**src/rtl/seq_pkg.sv**
```systemverilog
// -----------------------------------------------------------------------------
// seq_pkg
// Shared types and constants for the exhaustive pattern sequencer.
//   seq_state_e      : sequencer FSM state encoding
//   SIG_W            : signature register width
//   SIG_POLY_DEFAULT : default feedback polynomial for the signature register
// -----------------------------------------------------------------------------
package seq_pkg;

    typedef enum logic [1:0] {
        IDLE   = 2'd0,
        SETTLE = 2'd1,
        EMIT   = 2'd2,
        DONE   = 2'd3
    } seq_state_e;

    localparam int              SIG_W            = 16;
    localparam logic [SIG_W-1:0] SIG_POLY_DEFAULT = 16'h1021;

endpackage

```
**src/rtl/seq_misr.sv**
```systemverilog
// -----------------------------------------------------------------------------
// seq_misr
// Single-input signature register that folds each accepted response into a
// 16-bit signature: sig <= (sig << 1) ^ (sig[15] ? SIG_POLY : 0) ^ data.
// Only instantiated when SEQ_SIGNATURE_MISR_EN is defined.
// Ports:
//   CK     : clock, rising edge
//   reset  : asynchronous active-high reset, clears the signature
//   clear  : synchronous clear (a new run starts)
//   shift  : fold data into the signature this cycle
//   data   : response to fold in, zero-extended to SIG_W
//   sig    : current signature
// -----------------------------------------------------------------------------
module seq_misr
    import seq_pkg::*;
#(
    parameter int               RESP_W   = 1,
    parameter logic [SIG_W-1:0] SIG_POLY = SIG_POLY_DEFAULT
) (
    input  logic              CK,
    input  logic              reset,
    input  logic              clear,
    input  logic              shift,
    input  logic [RESP_W-1:0] data,
    output logic [SIG_W-1:0]  sig
);

    logic [SIG_W-1:0] sig_q, sig_d;
    logic [SIG_W-1:0] data_ext;

    assign data_ext = SIG_W'(data);

    always_comb begin
        sig_d = sig_q;
        if (clear) begin
            sig_d = '0;
        end else if (shift) begin
            sig_d = {sig_q[SIG_W-2:0], 1'b0}
                  ^ (sig_q[SIG_W-1] ? SIG_POLY : '0)
                  ^ data_ext;
        end
    end

    always_ff @(posedge CK or posedge reset) begin
        if (reset) sig_q <= '0;
        else       sig_q <= sig_d;
    end

    assign sig = sig_q;

endmodule

```
**src/rtl/exhaustive_pattern_sequencer.sv**
```systemverilog
// -----------------------------------------------------------------------------
// exhaustive_pattern_sequencer
// Drives every N_IN-bit pattern, in ascending order, to a circuit under test,
// waits SETTLE_CYC cycles, samples its response and offers (pattern, response)
// as a record on a valid/ready interface. A run ends after the all-ones
// pattern is accepted; the pattern counter never wraps.
// Optional feature: define SEQ_SIGNATURE_MISR_EN to add a 16-bit response
// signature output (sig) and parameter SIG_POLY.
// Ports:
//   CK        : clock, rising edge
//   reset     : asynchronous active-high reset
//   start     : single-cycle run request (honoured in IDLE and DONE only)
//   pat_out   : pattern driven to the circuit under test
//   dut_resp  : response from the circuit under test
//   rec_valid : record available (EMIT state)
//   rec_ready : consumer accepts the record
//   rec_pat   : pattern of the current record
//   rec_resp  : sampled response of the current record
//   busy      : run in progress (SETTLE or EMIT)
//   done      : last record accepted, until the next start
//   sig       : response signature (SEQ_SIGNATURE_MISR_EN only)
// -----------------------------------------------------------------------------
module exhaustive_pattern_sequencer
    import seq_pkg::*;
#(
    parameter int N_IN       = 5,
    parameter int RESP_W     = 1,
    parameter int SETTLE_CYC = 2
`ifdef SEQ_SIGNATURE_MISR_EN
    ,
    parameter logic [SIG_W-1:0] SIG_POLY = SIG_POLY_DEFAULT
`endif
) (
    input  logic              CK,
    input  logic              reset,
    input  logic              start,
    output logic [N_IN-1:0]   pat_out,
    input  logic [RESP_W-1:0] dut_resp,
    output logic              rec_valid,
    input  logic              rec_ready,
    output logic [N_IN-1:0]   rec_pat,
    output logic [RESP_W-1:0] rec_resp,
`ifdef SEQ_SIGNATURE_MISR_EN
    output logic [SIG_W-1:0]  sig,
`endif
    output logic              busy,
    output logic              done
);

    // Settle counter is 8 bits wide to cover SETTLE_CYC up to 255.
    localparam logic [7:0]      SETTLE_LAST = 8'(SETTLE_CYC - 1);
    localparam logic [N_IN-1:0] PAT_MAX     = {N_IN{1'b1}};

    seq_state_e        state_q, state_d;
    logic [N_IN-1:0]   pat_q, pat_d;
    logic [7:0]        cnt_q, cnt_d;
    logic [N_IN-1:0]   rec_pat_q, rec_pat_d;
    logic [RESP_W-1:0] rec_resp_q, rec_resp_d;

    logic start_accept;
    logic handshake;

    assign start_accept = start && ((state_q == IDLE) || (state_q == DONE));
    assign handshake    = (state_q == EMIT) && rec_ready;

    // NOTE: every signal driven here gets a default first, so no path leaves
    // it unassigned and no latch is inferred.
    always_comb begin
        state_d    = state_q;
        pat_d      = pat_q;
        cnt_d      = cnt_q;
        rec_pat_d  = rec_pat_q;
        rec_resp_d = rec_resp_q;

        unique case (state_q)
            IDLE, DONE: begin
                if (start) begin
                    pat_d   = '0;
                    cnt_d   = '0;
                    state_d = SETTLE;
                end
            end
            SETTLE: begin
                if (cnt_q == SETTLE_LAST) begin
                    // Last settle cycle: capture the record, response is stable.
                    rec_pat_d  = pat_q;
                    rec_resp_d = dut_resp;
                    state_d    = EMIT;
                end else begin
                    cnt_d = cnt_q + 8'd1;
                end
            end
            EMIT: begin
                if (rec_ready) begin
                    if (pat_q == PAT_MAX) begin
                        // Hold the final pattern; the counter does not wrap.
                        state_d = DONE;
                    end else begin
                        pat_d   = pat_q + N_IN'(1);
                        cnt_d   = '0;
                        state_d = SETTLE;
                    end
                end
            end
            default: state_d = IDLE;
        endcase
    end

    // NOTE: sequential state uses non-blocking assignments so every register
    // samples the pre-edge values of the others; all registers, including the
    // record, are reset so outputs are defined immediately on reset.
    always_ff @(posedge CK or posedge reset) begin
        if (reset) begin
            state_q    <= IDLE;
            pat_q      <= '0;
            cnt_q      <= '0;
            rec_pat_q  <= '0;
            rec_resp_q <= '0;
        end else begin
            state_q    <= state_d;
            pat_q      <= pat_d;
            cnt_q      <= cnt_d;
            rec_pat_q  <= rec_pat_d;
            rec_resp_q <= rec_resp_d;
        end
    end

    assign pat_out   = pat_q;
    assign rec_pat   = rec_pat_q;
    assign rec_resp  = rec_resp_q;
    assign rec_valid = (state_q == EMIT);
    assign busy      = (state_q == SETTLE) || (state_q == EMIT);
    assign done      = (state_q == DONE);

`ifdef SEQ_SIGNATURE_MISR_EN
    seq_misr #(
        .RESP_W   (RESP_W),
        .SIG_POLY (SIG_POLY)
    ) u_misr (
        .CK    (CK),
        .reset (reset),
        .clear (start_accept),
        .shift (handshake),
        .data  (rec_resp_q),
        .sig   (sig)
    );
`else
    // start_accept and handshake only feed the signature register.
    logic unused_ok;
    assign unused_ok = start_accept ^ handshake;
`endif

endmodule

```
**config.mk**
```make
export PLATFORM = sky130hd
export DESIGN_NAME = exhaustive_pattern_sequencer
export DESIGN_NICKNAME = d
export VERILOG_FILES = /design/src/rtl/seq_pkg.sv /design/src/rtl/seq_misr.sv /design/src/rtl/exhaustive_pattern_sequencer.sv
export SDC_FILE = /design/constraint.sdc
export NUM_CORES = 1
export LEC_CHECK = 0
export BUFFER_PORTS_ARGS = -buffer_cell sky130_fd_sc_hd__buf_2
export CAP_MARGIN = 10
export CORE_MARGIN = 5
export CORE_UTILIZATION = 50
export CTS_BUF_LIST = sky130_fd_sc_hd__clkbuf_2
export CTS_CLUSTER_SIZE = 24
export DETAILED_ROUTE_END_ITERATION = 7
export GPL_ROUTABILITY_DRIVEN = 0
export PLACE_DENSITY = 0.75
export SKIP_CTS_REPAIR_TIMING = 1
export SYNTH_ARGS = -nofsm -noshare
export SYNTH_HDL_FRONTEND = slang
export SYNTH_SLANG_ARGS = --single-unit
```
**constraint.sdc**
```tcl
create_clock -name CK -period 2 [get_ports CK]
set_input_delay 0 -clock CK [delete_from_list [all_inputs] [get_ports CK]]
set_output_delay 0 -clock CK [all_outputs]
set_load 0.02 [all_outputs]
```
# --- Word-level counts from Yosys, hierarchy flattened ---
# Index checks and enable logic that the tools add are counted.
classes:
  addsub: 2
  n_eq_ne: 10
  mux: 14
  reduce_logical: 8
ops:
  columns: ["op", "count"]
  rows:
  - ["two-way mux 8 bit", 4]
  - ["one-hot mux 8 bit (3 select lines)", 1]
  - ["two-way mux 5 bit", 3]
  - ["one-hot mux 5 bit (2 select lines)", 1]
  - ["adder 8 x 1 -> 8 bit (second input constant)", 1]
  - ["== test 8 x 1 -> 1 bit (second input constant)", 1]
  - ["two-way mux 2 bit", 4]
  - ["!= test 2 bit (second input constant)", 4]
  - ["AND reduction 4 bit", 2]
  - ["one-hot mux 2 bit (3 select lines)", 1]
  - ["adder 5 x 1 -> 5 bit (second input constant)", 1]
  - ["== test 5 bit (second input constant)", 1]
  - ["== test 2 bit (second input constant)", 2]
  - ["AND reduction 3 bit", 1]
  - ["== test 2 x 1 -> 1 bit (second input constant)", 1]
  - ["zero test 2 bit", 1]
  - ["!= test 2 x 1 -> 1 bit (second input constant)", 1]
  - ["AND reduction 2 bit", 1]
  - ["nonzero test 2 bit", 1]
  - ["OR reduction 2 bit", 1]
  - ["logical OR 1 bit", 1]
totals:
  ff_bits: 21
  inputBits: 5
  output_inout_bits: 14
  wordCells: 39

# --- Longest topological paths before layout ---
depth:
  word_depth: 4
  mapped_depth: 8
  mapped_depth_nobuf: 7

# --- Worst setup path after synthesis ---
# OpenSTA, ideal clock, no wires.
synth_path:
  path_kind: "flip-flop to flip-flop"
  start: "reg pat_q[0], in the netlist pat_out[0]"
  end: "reg pat_q[0], in the netlist pat_out[0]"
  setup_ns: 0.125
  arrival_time_ns: 2.009
  required_time_ns: 1.875
  setup_slack_ns: -0.133
  path_stages_with_launch: 8
  n_path_buf: 0
  synth_period_minus_slack_ns: 2.133
  path_cell_list: "dfrtp_1 > ha_1 > and3_1 > ha_1 > nand2b_1 > a21oi_2 > o21ai_0 > mux2_2"
synth_via:
  elab_chain_cells: 4
  elab_cells_between_ends: 7
  cone_classes: "1 x add/sub; 2 x eq/ne; 3 x mux; 1 x reduce/logical"
synth_lines:
  columns: ["element", "line", "text"]
  rows:
  - ["start: declaration", "exhaustive_pattern_sequencer.sv:55", "logic [N_IN-1:0] pat_q, pat_d;"]
  - ["start signal: assignment", "exhaustive_pattern_sequencer.sv:121", "pat_q <= pat_d;"]
  - ["adder 5 x 1 -> 5 bit", "exhaustive_pattern_sequencer.sv:99", "pat_d = pat_q + N_IN'(1);"]
  - ["two-way mux 5 bit", "exhaustive_pattern_sequencer.sv:95", "if (pat_q == PAT_MAX) begin"]
  - ["two-way mux 5 bit", "exhaustive_pattern_sequencer.sv:94", "if (rec_ready) begin"]
  - ["one-hot mux 5 bit (2 select lines)", "exhaustive_pattern_sequencer.sv:75", "unique case (state_q)"]
# Several ways; a longest one is shown, not always the timed one. The select of a mux whose other input is x is not followed.
# A chain may end at the register's enable or synchronous reset.

# --- Worst setup path in the final report ---
layout_path:
  start: "reg pat_q[0], in the netlist pat_out[0]"
  end: "reg cnt_q[4]"
layout_via:
  elab_chain_cells: 3
layout_lines:
  columns: ["element", "line", "text"]
  rows:
  - ["== test 5 bit", "exhaustive_pattern_sequencer.sv:95", null]
  - ["!= test 2 bit (no line)", null, null]
  - ["AND reduction 4 bit (no line)", null, null]
  - ["end signal: assignment", "exhaustive_pattern_sequencer.sv:122", "cnt_q <= cnt_d;"]
  - ["end: declaration", "exhaustive_pattern_sequencer.sv:56", "logic [7:0] cnt_q, cnt_d;"]
# No other way between the ends.

==> run metrics <==
top-count cell post-synth=dfrtp_1; Finished Cell Area=between 1000 and 1500 µm²; Initial DRT Pass Iterations=4; Yosys warnings=0; CTS buffer count=3; Worst Skew=6.91 ps; Vias=~930; TritonCTS clock tree=built; Final Hold Vio Count=0; Worst EP required=~2300 ps; Max VDD drop=slightly above 400 µV; WHS=between 80 and 90 ps; slowest library cell on the worst path=dfrtp_2; Synth top area share=a little under half; final worst-path cycle share=between 90% and 100%; antenna violations before repair=0; dpl hpwl=between 1500 and 2000 µm; worst min-delay path startpoint=rec_ready; crit-path cells=ha_1 -> and3_1 -> ha_1 -> nand2b_1 -> a21oi_4 -> buf_12 -> nand3_1 -> a32o_1; maxcap violations=0; n_diodes=0; top cells by count, synth=dfrtp_1 (21), nand2_1 (11), ha_1 (8); Mean Syn Cell Area=approximately 11 µm²; Max clock buf depth=2; WL final=2350 µm; number of synthesized register bits=21; R2R depth=8; final setup fails=0; DRC viols=0; GRT Total Usage=approximately 15%; Most used DFF post-synth=dfrtp_1; Placed Cells=between 150 and 200; LEAKAGE=0.000746 µW; outcome=finished, final reports clean; R2R Path End=cnt_q[4]$_DFFE_PP0P_; first-pass GRT wire length=4060 µm; core area=2210 µm²; top post-synthesis cells by area=dfrtp_1 (45%), ha_1 (8.6%), mux2_2 (6.8%); nets=151; row count=17; synthesized instance count=110; EDFF count, synth=0; initial drt markers=14; I/O Buffers=18; io pins=19; type of the worst setup path=flop to flop; crit path max fanout=17; Fmax=roughly 520 MHz; Die W=approximately 58 µm; Root Buffer=clkbuf_2; Crit path largest cell delay=450 ps; hold path cells=4; via/cell ratio=5.61; Post-Syn Area=approximately 1200 µm²; hold crit path type=input pin to flop; DP Area=about 1300 µm²; Worst-Skew Late Latency=roughly 330 ps; area leader, netlist=dfrtp_1; CP Launch Point=pat_out[0]$_DFFE_PP0P_; Area growth syn-to-layout=19.9%; antenna viol nets, final=0; share of layout cells above drive strength 1=approximately 33%; Max Slew Vio Count=0; H-tree levels=1; synth unique cells=31; Worst-Margin Slew=800 ps; fin cells=about 170; CTS clock-pin slew for the worst setup and hold paths=roughly 210 ps; WP buf/inv=1; CP arrival=between 2000 and 2500 ps; Synth async-reset ratio=100%; Initial Utilization=between 50 and 60%; CP delay by family, top=flip-flops; slack of the worst reg-to-reg path=around 64 ps; min Tclk post-route=about 1900 ps; Die Height=about 58 µm; Sum Neg Setup Slack=0 ps; die area=3380 µm²; crit start category=flop; largest net degree at the start of global routing=22; CP Capture Type=flop; routed len/inst=approximately 14 µm; CP most frequent cell=ha_1; TritonCTS Sinks=21; final core occ=62.7%; vias in the first global route=956; syn_nets=about 120; post-synthesis sequential area ratio=a little under half; Hold EP=state_q[0]$_DFFE_PP0P_; Slew Limit Headroom=a little under half; startpoint of the worst register-to-register path=pat_out[0]$_DFFE_PP0P_; global route overflow=0; Power Density=approximately 460 nW/µm²
==> flip-flops by register name, indices dropped and copies added (netlist names) <==
| register | count |
|---|---|
| cnt_q | 8 |
| pat_out | 5 |
| rec_pat | 5 |
| state_q | 2 |
| rec_resp | 1 |
==> through the flow <==
stage,setup WS [ps],power (µW)
after floorplan,9.89,444
after global placement,102,451
after detailed placement,47.0,452
after CTS,22.2,634
after global routing,-3.38,665
final,64.5,637
==> cells in the final DEF (no fill, tap or decap), drive strengths merged, types with 2 or more instances in the layout <==
cell | netlist | layout
buf | 0 | 24
dfrtp | 21 | 21
nand2 | 11 | 11
ha | 8 | 8
a31oi | 8 | 8
mux2 | 8 | 8
inv | 7 | 7
nand3 | 6 | 6
nor2 | 5 | 5
a22o | 4 | 4
clkbuf | 3 | 4
a21oi | 4 | 4
o21ai | 4 | 4
nand2b | 3 | 3
and3 | 2 | 2
nor3 | 2 | 2
nand3b | 2 | 2
dlygate4sd3 | 0 | 2
==> power by group <==
| group | switching [µW] | total (µW) | internal (µW) |
|---|---|---|---|
| Combinational | 13.4 | 20.7 | 7.29 |
| Clock | 137 | 190 | 52.9 |
| Sequential | 0.558 | 427 | 426 |
==> per-layer routing <==
layer	GRT usage, %	wire length (µm)	vias up	part of all wire, %
met4	7.62	26	0	1.1
li1	-	-	451	-
met3	3.12	71	4	3.0
met5	0	0	-	0
met2	26.8	1210	18	51
met1	18.1	1050	452	45
==> worst reg2reg max path: cells and delay by family, from the launching register on <==
kind	cells	cell delay [ps]
AOI/OAI and AO/OA	2	400
adders and majority gates	2	390
buffers and inverters	1	160
DFF	1	450
and+or+nand+nor	3	440
==> cells by family (layout without fill, tap and decap cells) <==
family | Yosys count | after routing | share of synthesized area, %
XOR/XNOR | 1 | 1 | 0.757
AND/OR/NAND/NOR | 36 | 36 | 17.0
adder cells (fa/ha/maj) | 8 | 8 | 8.65
AO/OA/AOI/OAI | 25 | 25 | 16.0
buffers and inverters | 10 | 37 | 3.24
multiplexers | 9 | 9 | 8.97
flip-flops | 21 | 21 | 45.4
==> final cells by class <==
cell class | count | area [µm²]
Fill cell | 189 | 825
Multi-Input combinational cell | 79 | 611
Sequential cell | 21 | 528
Timing Repair Buffer | 26 | 168
Tap cell | 28 | 35.0
Inverter | 7 | 26.3
Clock buffer | 4 | 20.0
==> worst max-delay path by stage <==
stage | endpoint | cells after the start
3_3_place_gp | pat_out[0]$_DFFE_PP0P_ | 7
5_1_grt | cnt_q[4]$_DFFE_PP0P_ | 8
2_1_floorplan | pat_out[0]$_DFFE_PP0P_ | 7
4_1_cts | pat_out[0]$_DFFE_PP0P_ | 7
6_report | cnt_q[4]$_DFFE_PP0P_ | 8
3_5_place_dp | pat_out[0]$_DFFE_PP0P_ | 7
No activity file was read; power rests on OpenSTA's default activity.
